## src/rtl/hazard_pkg.sv

```systemverilog
// Shared types for the pipeline hazard/forwarding controller.
// Pure type definitions: no latency, no flow control.
package hazard_pkg;

  localparam int RA_W_DEF = 5;

  typedef logic [RA_W_DEF-1:0] regbits_t;

  typedef enum logic [1:0] {
    FWD_RF  = 2'b00,
    FWD_MEM = 2'b01,
    FWD_WB  = 2'b10
  } fwd_sel_t;

  typedef enum logic [1:0] {
    RUN      = 2'd0,
    LU_STALL = 2'd1,
    MEM_WAIT = 2'd2
  } hz_state_t;

endpackage

```

## src/rtl/hazard_fwd_sel.sv

```systemverilog
// One EX-operand forwarding slice; MEM result wins over WB, register 0 never forwards.
// Purely combinational, zero latency, no backpressure.
module hazard_fwd_sel
  import hazard_pkg::*;
#(
  parameter int RA_W = 5
) (
  input  logic [RA_W-1:0] src,
  input  logic            m_wen,
  input  logic [RA_W-1:0] m_wsel,
  input  logic            w_wen,
  input  logic [RA_W-1:0] w_wsel,
  output fwd_sel_t        sel
);

  always_comb begin
    sel = FWD_RF;
    if (m_wen && (m_wsel != '0) && (m_wsel == src)) begin
      sel = FWD_MEM;
    end else if (w_wen && (w_wsel != '0) && (w_wsel == src)) begin
      sel = FWD_WB;
    end
  end

endmodule

```

## src/rtl/hazard_ctrl_unit.sv

```systemverilog
// Pipeline hazard controller: EX forwarding selects plus PC/latch enables and flushes.
// Controls are combinational from inputs and FSM state; a data-memory miss freezes every stage.
module hazard_ctrl_unit
  import hazard_pkg::*;
#(
  parameter int RA_W      = 5,
  parameter int NSRC      = 2,
  parameter int LU_CYCLES = 1,
  parameter int CNT_W     = 16
) (
  input  logic                 CLK,
  input  logic                 nRST,
  input  logic [NSRC*RA_W-1:0] id_src_i,
  input  logic [NSRC-1:0]      id_use_i,
  input  logic [NSRC*RA_W-1:0] ex_src_i,
  input  logic                 ex_load_i,
  input  logic [RA_W-1:0]      ex_wsel_i,
  input  logic                 m_wen_i,
  input  logic [RA_W-1:0]      m_wsel_i,
  input  logic                 w_wen_i,
  input  logic [RA_W-1:0]      w_wsel_i,
  input  logic                 dmem_req_i,
  input  logic                 dhit_i,
  input  logic                 ihit_i,
  input  logic                 br_taken_i,
  output logic [NSRC*2-1:0]    forward_o,
  output logic                 pc_en_o,
  output logic                 ifid_en_o,
  output logic                 ifid_flush_o,
  output logic                 idex_en_o,
  output logic                 idex_flush_o,
  output logic                 exmem_en_o,
  output logic                 memwb_en_o,
  output logic [CNT_W-1:0]     stall_cnt_o,
  output logic [CNT_W-1:0]     lu_cnt_o
);

  // {pc_en, ifid_en, ifid_flush, idex_en, idex_flush, exmem_en, memwb_en}
  localparam logic [6:0] CTL_ALL   = 7'b1101011;
  localparam logic [6:0] CTL_BR    = 7'b1111111;
  localparam logic [6:0] CTL_BUB   = 7'b0001111;
  localparam logic [6:0] CTL_IMISS = 7'b0111011;

  hz_state_t  state, state_nxt;
  logic [2:0] lu_left, lu_left_nxt;
  logic [6:0] ctl;
  logic       lu_hz, lu_evt, freeze;
  fwd_sel_t   sel [NSRC];

  for (genvar k = 0; k < NSRC; k++) begin : g_fwd
    hazard_fwd_sel #(.RA_W(RA_W)) u_sel (
      .src    (ex_src_i[k*RA_W +: RA_W]),
      .m_wen  (m_wen_i),
      .m_wsel (m_wsel_i),
      .w_wen  (w_wen_i),
      .w_wsel (w_wsel_i),
      .sel    (sel[k])
    );
    assign forward_o[k*2 +: 2] = nRST ? sel[k] : 2'b00;
  end

  always_comb begin
    lu_hz = 1'b0;
    for (int k = 0; k < NSRC; k++) begin
      if (id_use_i[k] && (id_src_i[k*RA_W +: RA_W] == ex_wsel_i)) lu_hz = 1'b1;
    end
    lu_hz = lu_hz && ex_load_i && (ex_wsel_i != '0);
  end

  // Once in MEM_WAIT only dhit releases the freeze, even if the request drops.
  always_comb begin
    ctl         = '0;
    state_nxt   = state;
    lu_left_nxt = lu_left;
    lu_evt      = 1'b0;
    freeze      = (state == MEM_WAIT) ? !dhit_i : (dmem_req_i && !dhit_i);
    if (state == LU_STALL) begin
      if (!freeze) begin
        ctl         = CTL_BUB;
        lu_left_nxt = lu_left - 3'd1;
        if (lu_left == 3'd1) state_nxt = RUN;
      end
    end else if (freeze) begin
      state_nxt = MEM_WAIT;
    end else begin
      state_nxt = RUN;
      if (br_taken_i) begin
        ctl = CTL_BR;
      end else if (lu_hz) begin
        ctl    = CTL_BUB;
        lu_evt = 1'b1;
        if (LU_CYCLES > 1) begin
          lu_left_nxt = 3'(LU_CYCLES - 1);
          state_nxt   = LU_STALL;
        end
      end else if (!ihit_i) begin
        ctl = CTL_IMISS;
      end else begin
        ctl = CTL_ALL;
      end
    end
  end

  assign {pc_en_o, ifid_en_o, ifid_flush_o, idex_en_o, idex_flush_o, exmem_en_o, memwb_en_o} =
         nRST ? ctl : 7'b0;

  always_ff @(posedge CLK or negedge nRST) begin
    if (!nRST) begin
      state       <= RUN;
      lu_left     <= 3'd0;
      stall_cnt_o <= '0;
      lu_cnt_o    <= '0;
    end else begin
      state   <= state_nxt;
      lu_left <= lu_left_nxt;
      if (!ctl[6] && (stall_cnt_o != '1)) stall_cnt_o <= stall_cnt_o + CNT_W'(1);
      if (lu_evt && (lu_cnt_o != '1)) lu_cnt_o <= lu_cnt_o + CNT_W'(1);
    end
  end

endmodule

```

## config.mk

```make
export PLATFORM = sky130hd
export DESIGN_NAME = hazard_ctrl_unit
export DESIGN_NICKNAME = d
export VERILOG_FILES = /design/src/rtl/hazard_pkg.sv /design/src/rtl/hazard_fwd_sel.sv /design/src/rtl/hazard_ctrl_unit.sv
export SDC_FILE = /design/constraint.sdc
export NUM_CORES = 1
export LEC_CHECK = 0
export CAP_MARGIN = 15
export CORE_MARGIN = 4
export CORE_UTILIZATION = 43
export DETAILED_ROUTE_END_ITERATION = 10
export GPL_TIMING_DRIVEN = 0
export PLACE_DENSITY = 0.85
export SLEW_MARGIN = 10
export SYNTH_ARGS = -nofsm -noshare
export SYNTH_HDL_FRONTEND = slang
export SYNTH_HIERARCHICAL = 1
export SYNTH_SLANG_ARGS = --single-unit
```

## constraint.sdc

```tcl
create_clock -name CLK -period 2.32 [get_ports CLK]
set_clock_uncertainty 0.05 [all_clocks]
set_input_delay 0.348 -clock CLK [delete_from_list [all_inputs] [get_ports CLK]]
set_output_delay 0.348 -clock CLK [all_outputs]
set_load 0.005 [all_outputs]
```

# After elaboration in Yosys (flattened, before gate mapping)
# Index checks and enable logic that the tools add are counted.
# op_classes
add_sub_neg,3
eq_ne,13
n_mux,24
n_bitwise,1
n_reduce_logical,20
# op_table
operator,n
$mux 7,6
$add 16x1->16 const B,2
$ne 16x16->1 const B,2
$eq 5x5->1,6
$mux 2,10
$reduce_bool 5->1,3
$logic_and 1x1->1,13
$mux 1,7
$mux 4,1
$reduce_and 2->1,2
$eq 3x1->1 const B,1
$sub 3x1->3 const B,1
$eq 2x1->1 const B,1
$eq 2x2->1 const B,1
$logic_not 1->1,2
$ne 2x1->1 const B,1
$ne 2x2->1 const B,1
$not 1->1,1
# word_totals
regBits,37
inputBits,46
output_inout_bits,43
elab_cells,65

# Depth between registers and ports, before layout
# logic_depth
depth_word,12
depth_mapped,10
mapped_depth_nobuf,8

# Modules after synthesis
# Netlist, hierarchy kept.
# by_module_without_submodules
mod,n_inst,cells_each,area_per_inst_um2,seq_area_each_um2
hazard_ctrl_unit,1,177,1795.5,825.8
hazard_fwd_sel,2,20,151.4,0.0

# Least setup slack after synthesis
# No wires, ideal clock.
# synth_path
kind,input -> register
startpoint,input port ex_wsel_i[1]
endpoint,register stall_cnt_o[1]
setup_time_ns,0.127
arrival_time_ns,1.877
required_time_ns,2.143
setup_slack_ns,0.265
cell_stages,6
n_path_buf,1
cell_sequence,or4_1 -> o21a_1 -> a21oi_1 -> o31a_4 -> buf_6 -> mux2_1
# synth_via
elab_chain_cells,12
elab_cells_between_ends,15
cone_classes,2 x eq/ne; 6 x mux; 7 x reduce/logical
# synth_rtl
item,line_no,source
from (decl),hazard_ctrl_unit.sv:17,"input logic [RA_W-1:0] ex_wsel_i,"
$eq 5x5->1,hazard_ctrl_unit.sv:65,if (id_use_i[k] && (id_src_i[k*RA_W +: RA_W] == ex_wsel_i)) lu_hz = 1'b1;
$logic_and 1x1->1,hazard_ctrl_unit.sv:65,
$mux 1 (2 in a row),hazard_ctrl_unit.sv:65,
$logic_and 1x1->1,hazard_ctrl_unit.sv:67,lu_hz = lu_hz && ex_load_i && (ex_wsel_i != '0);
$logic_and 1x1->1 (*),hazard_ctrl_unit.sv:67,
$mux 7 (*),hazard_ctrl_unit.sv:89,end else if (lu_hz) begin
$mux 7 (*),hazard_ctrl_unit.sv:87,if (br_taken_i) begin
$mux 7 (*),hazard_ctrl_unit.sv:83,end else if (freeze) begin
$mux 7 (*),hazard_ctrl_unit.sv:77,if (state == LU_STALL) begin
$logic_not 1->1 (*),hazard_ctrl_unit.sv:116,if (!ctl[6] && (stall_cnt_o != '1)) stall_cnt_o <= stall_cnt_o + CNT_W'(1);
$logic_and 1x1->1 (*),hazard_ctrl_unit.sv:116,
to (signal assigned),hazard_ctrl_unit.sv:116,
to (decl),hazard_ctrl_unit.sv:34,"output logic [CNT_W-1:0] stall_cnt_o,"
# Every way passes the cells marked *; elsewhere a longest branch is shown, timed or not.
# A chain may end at the register's enable or synchronous reset.

# Worst setup path in the final report
# layout_path
startpoint,input port id_src_i[8]
endpoint,output port ifid_flush_o
# layout_via
elab_chain_cells,10
# layout_rtl
item,line_no,source
from (decl),hazard_ctrl_unit.sv:13,"input logic [NSRC*RA_W-1:0] id_src_i,"
$eq 5x5->1,hazard_ctrl_unit.sv:65,
$logic_and 1x1->1,hazard_ctrl_unit.sv:65,
$mux 1,hazard_ctrl_unit.sv:65,
$logic_and 1x1->1 (2 in a row),hazard_ctrl_unit.sv:67,
$mux 7,hazard_ctrl_unit.sv:89,
$mux 7,hazard_ctrl_unit.sv:87,
$mux 7,hazard_ctrl_unit.sv:83,
$mux 7,hazard_ctrl_unit.sv:77,
$mux 7,hazard_ctrl_unit.sv:105,nRST ? ctl : 7'b0;
to (decl),hazard_ctrl_unit.sv:29,"output logic ifid_flush_o,"
# Every way passes these cells.

==> results.sh <==
export IMPL_fin_crit_ps=2310
export IMPL_hp_class="in -> async"
export IMPL_antenna_left=0
export IMPL_r2r_start="stall_cnt_o[4]$_DFFE_PN0P_"
export IMPL_port_buffers=88
export IMPL_rows=25
export IMPL_wl_per_cell_um=15.1
export IMPL_powerDensity_nw_per_um2=578
export IMPL_setup_violations=0
export IMPL_final_cell_mix="clkdlybuf4s50_1 (53), xnor2_1 (35), dfrtp_1 (33)"
export IMPL_tightestPinTransition_ps=389
export IMPL_avgViaCountPerCell=5.02
export IMPL_cp_top_family="buffers and inverters"
export IMPL_grtUsageTotal_pct=19.2
export IMPL_drv_slew=0
export IMPL_vdd_drop_max_uv=623
export IMPL_drive_gt1_share_pct=21.4
export IMPL_path_cells="clkdlybuf4s50_1, xnor2_1, nand4_1, o22ai_4, buf_4, nand2_2, a21oi_1, nor2_1, buf_2"
export IMPL_globalplace_congestion=0.777
export IMPL_critPathMaxStageDelay_ps=470
export IMPL_worst_r2r_cell_count=7
export IMPL_synth_seq_cells=33
export IMPL_yosysWarnings=6
export IMPL_antenna_found_initial=0
export IMPL_syn_inst=217
export IMPL_fin_crit_sh_pct=99.4
export IMPL_holdWs_ps=19.0
export IMPL_path_max_fanout=3
export IMPL_cts_buffer_depth=2
export IMPL_grt_overflow=0
export IMPL_drc_errors=0
export IMPL_fmax_mhz=434
export IMPL_status="complete, no violations"
export IMPL_htree_num_levels=2
export IMPL_die_area_um2=6060
export IMPL_fillers=355
export IMPL_syn2layout_area_growth_pct=60.0
export IMPL_reg2reg_slack_ps=110
export IMPL_layout_nets=370
export IMPL_synth_nets=265
export IMPL_num_vias=1951
export IMPL_clkSinkCount=33
export IMPL_grt_max_degree=34
export IMPL_max_cap_violations=0
export IMPL_leakagePower_nw=1.48
export IMPL_finalHoldViolCount=0
export IMPL_core_um2=4720
export IMPL_ctsRootBufferMaster="clkbuf_8"
export IMPL_cp_end_kind="output pin"
export IMPL_yosysUniqueCellTypes=36
export IMPL_numCtsBuffers=5
export IMPL_io_pins=89
export IMPL_die_y_um=77.9
export IMPL_ys_seq_area_share_pct=39.4
export IMPL_drt_iter0_markers=79
export IMPL_post_route_util_pct=71.1
export IMPL_cp_required_ps=1920
export IMPL_mostFrequentLayoutCell="clkdlybuf4s50_1"
export IMPL_netlist_area_um2=2100
export IMPL_path_class="in -> out"
export IMPL_synth_avg_cell_area_um2=9.67
export IMPL_postLayoutCellArea_um2=3360
export IMPL_dp_cells=372
export IMPL_max_slew_margin_pct=73.7
export IMPL_path_buf_inv=3
export IMPL_grt_pass1_wl_um=9400
export IMPL_rsz0062_at_grt="yes"
export IMPL_firstDrtPassIters=4
export IMPL_place_hpwl_um=4200
export IMPL_final_cell_count_no_fill=389
export IMPL_r2r_end="stall_cnt_o[1]$_DFFE_PN0P_"
export IMPL_fin_total_pwr_mw=1.94
export IMPL_clk_latency_ps=280
export IMPL_cts_tree="done"
export IMPL_clk_pin_slew_ps=70
export IMPL_diodes=0
export IMPL_placed_area_um2=3060
export IMPL_grt_pass1_vias=2054
export IMPL_start_util_pct=44.4
export IMPL_fp_dieW_um=77.9
export IMPL_cp_arrival_ps=1910
export IMPL_totalWireLength_um=5880
export IMPL_startpoint_type="input port"
export IMPL_slowest_stage="clkdlybuf4s50_1"
## synthesized netlist by cell type
cell type,count,share of area (%)
buf_6,3,1.6
a21boi_0,1,0.36
o41ai_2,2,1.6
a21oi_1,6,1.4
mux2_2,1,0.54
nor3_1,7,1.7
xnor2_1,35,15
and2_1,4,1.2
nand3_1,14,3.3
and3_1,5,1.5
and2b_1,1,0.36
o21a_1,1,0.36
ha_1,2,1.2
and3_2,2,0.72
inv_1,4,0.72
nor4_2,1,0.60
dfrtp_1,33,39
mux2_1,1,0.54
o31a_4,1,0.83
nor4_1,6,1.8
o22ai_2,1,0.60
nor2_1,21,3.8
nand2_1,20,3.6
buf_4,2,0.72
and3_4,1,0.54
xor2_1,20,8.3
buf_2,1,0.24
o21ai_0,1,0.24
nor3_2,3,1.4
nand2b_1,2,0.60
or4_1,1,0.36
a211oi_2,2,1.2
nand3_2,2,0.95
nand4_1,8,2.4
a311oi_1,1,0.42
nor4b_1,1,0.42
## worst reg2reg max path, delay by kind of cell, from the launching register on
family	cells	cell delay [ps]
AND/OR/NAND/NOR	4	920
flip-flops	1	450
multiplexers	1	300
AO/OA/AOI/OAI	1	230
buffers and inverters	1	160
## kinds of logic (layout without fill, tap and decap cells)
| family | after synthesis | in the layout | share of synthesized area, % |
|---|---|---|---|
| AND/OR/NAND/NOR | 99 | 99 | 25.2 |
| XOR/XNOR | 55 | 55 | 23.0 |
| flip-flops | 33 | 33 | 39.4 |
| AO/OA/AOI/OAI | 16 | 16 | 6.98 |
| buffers and inverters | 10 | 115 | 3.28 |
| adder cells (fa/ha/maj) | 2 | 2 | 1.19 |
| multiplexers | 2 | 2 | 1.07 |
## worst max-delay path by stage
stage,slack (ps),depth (start not counted),endpoint,start
6_report,10,9,ifid_flush_o,id_src_i[8]
5_1_grt,-120,9,ifid_flush_o,id_src_i[7]
4_1_cts,1,6,forward_o[3],m_wsel_i[3]
3_5_place_dp,-550,7,pc_en_o,ex_wsel_i[1]
3_3_place_gp,-1410,5,memwb_en_o,nRST
2_1_floorplan,270,6,stall_cnt_o[1]$_DFFE_PN0P_,ex_wsel_i[1]
## report_power, final
part	leakage, nW	internal (mW)	total (mW)	switching (mW)
Clock	0.0443	0.235	0.431	0.196
Combinational	1.01	0.403	0.702	0.299
Sequential	0.425	0.676	0.807	0.131
## sequential cells by signal, summed over array words and instances, names as in the netlist
name	count
state	1
stall_cnt_o	16
lu_cnt_o	16
## repair_timing
action                     CTS  global route
hold buffers                 1             0
setup endpoints to repair   13            28
hold endpoints to repair    33             0
pin swaps                   15            28
gates resized for setup     58            42
gates cloned                 1             0
setup buffers                6             2
## routing by layer
metal	GRT usage (%)	part of all wire, %
met2	33.7	52
met3	4.64	3.8
met1	22.1	41
met5	0	0
met4	7.83	2.6
## layout make-up
class,count,area [um2],area share [%]
sequential,33,826,24.6
timing repair buffer,98,945,28.1
clock buffer,7,86.3,2.57
inverter,4,15.0,0.447
multi-input combinational,174,1350,40.1
tap,67,83.8,2.50
buffer,6,57.6,1.71
## stage by stage
stage	setup TNS, ps	setup WS, ps
after global routing	-451	-121
after detailed placement	-8790	-552
after CTS	0	1.30
after floorplan	0	265
after global placement	-17180	-1410
final	0	13.4
Power figures use the tool's default switching activity.
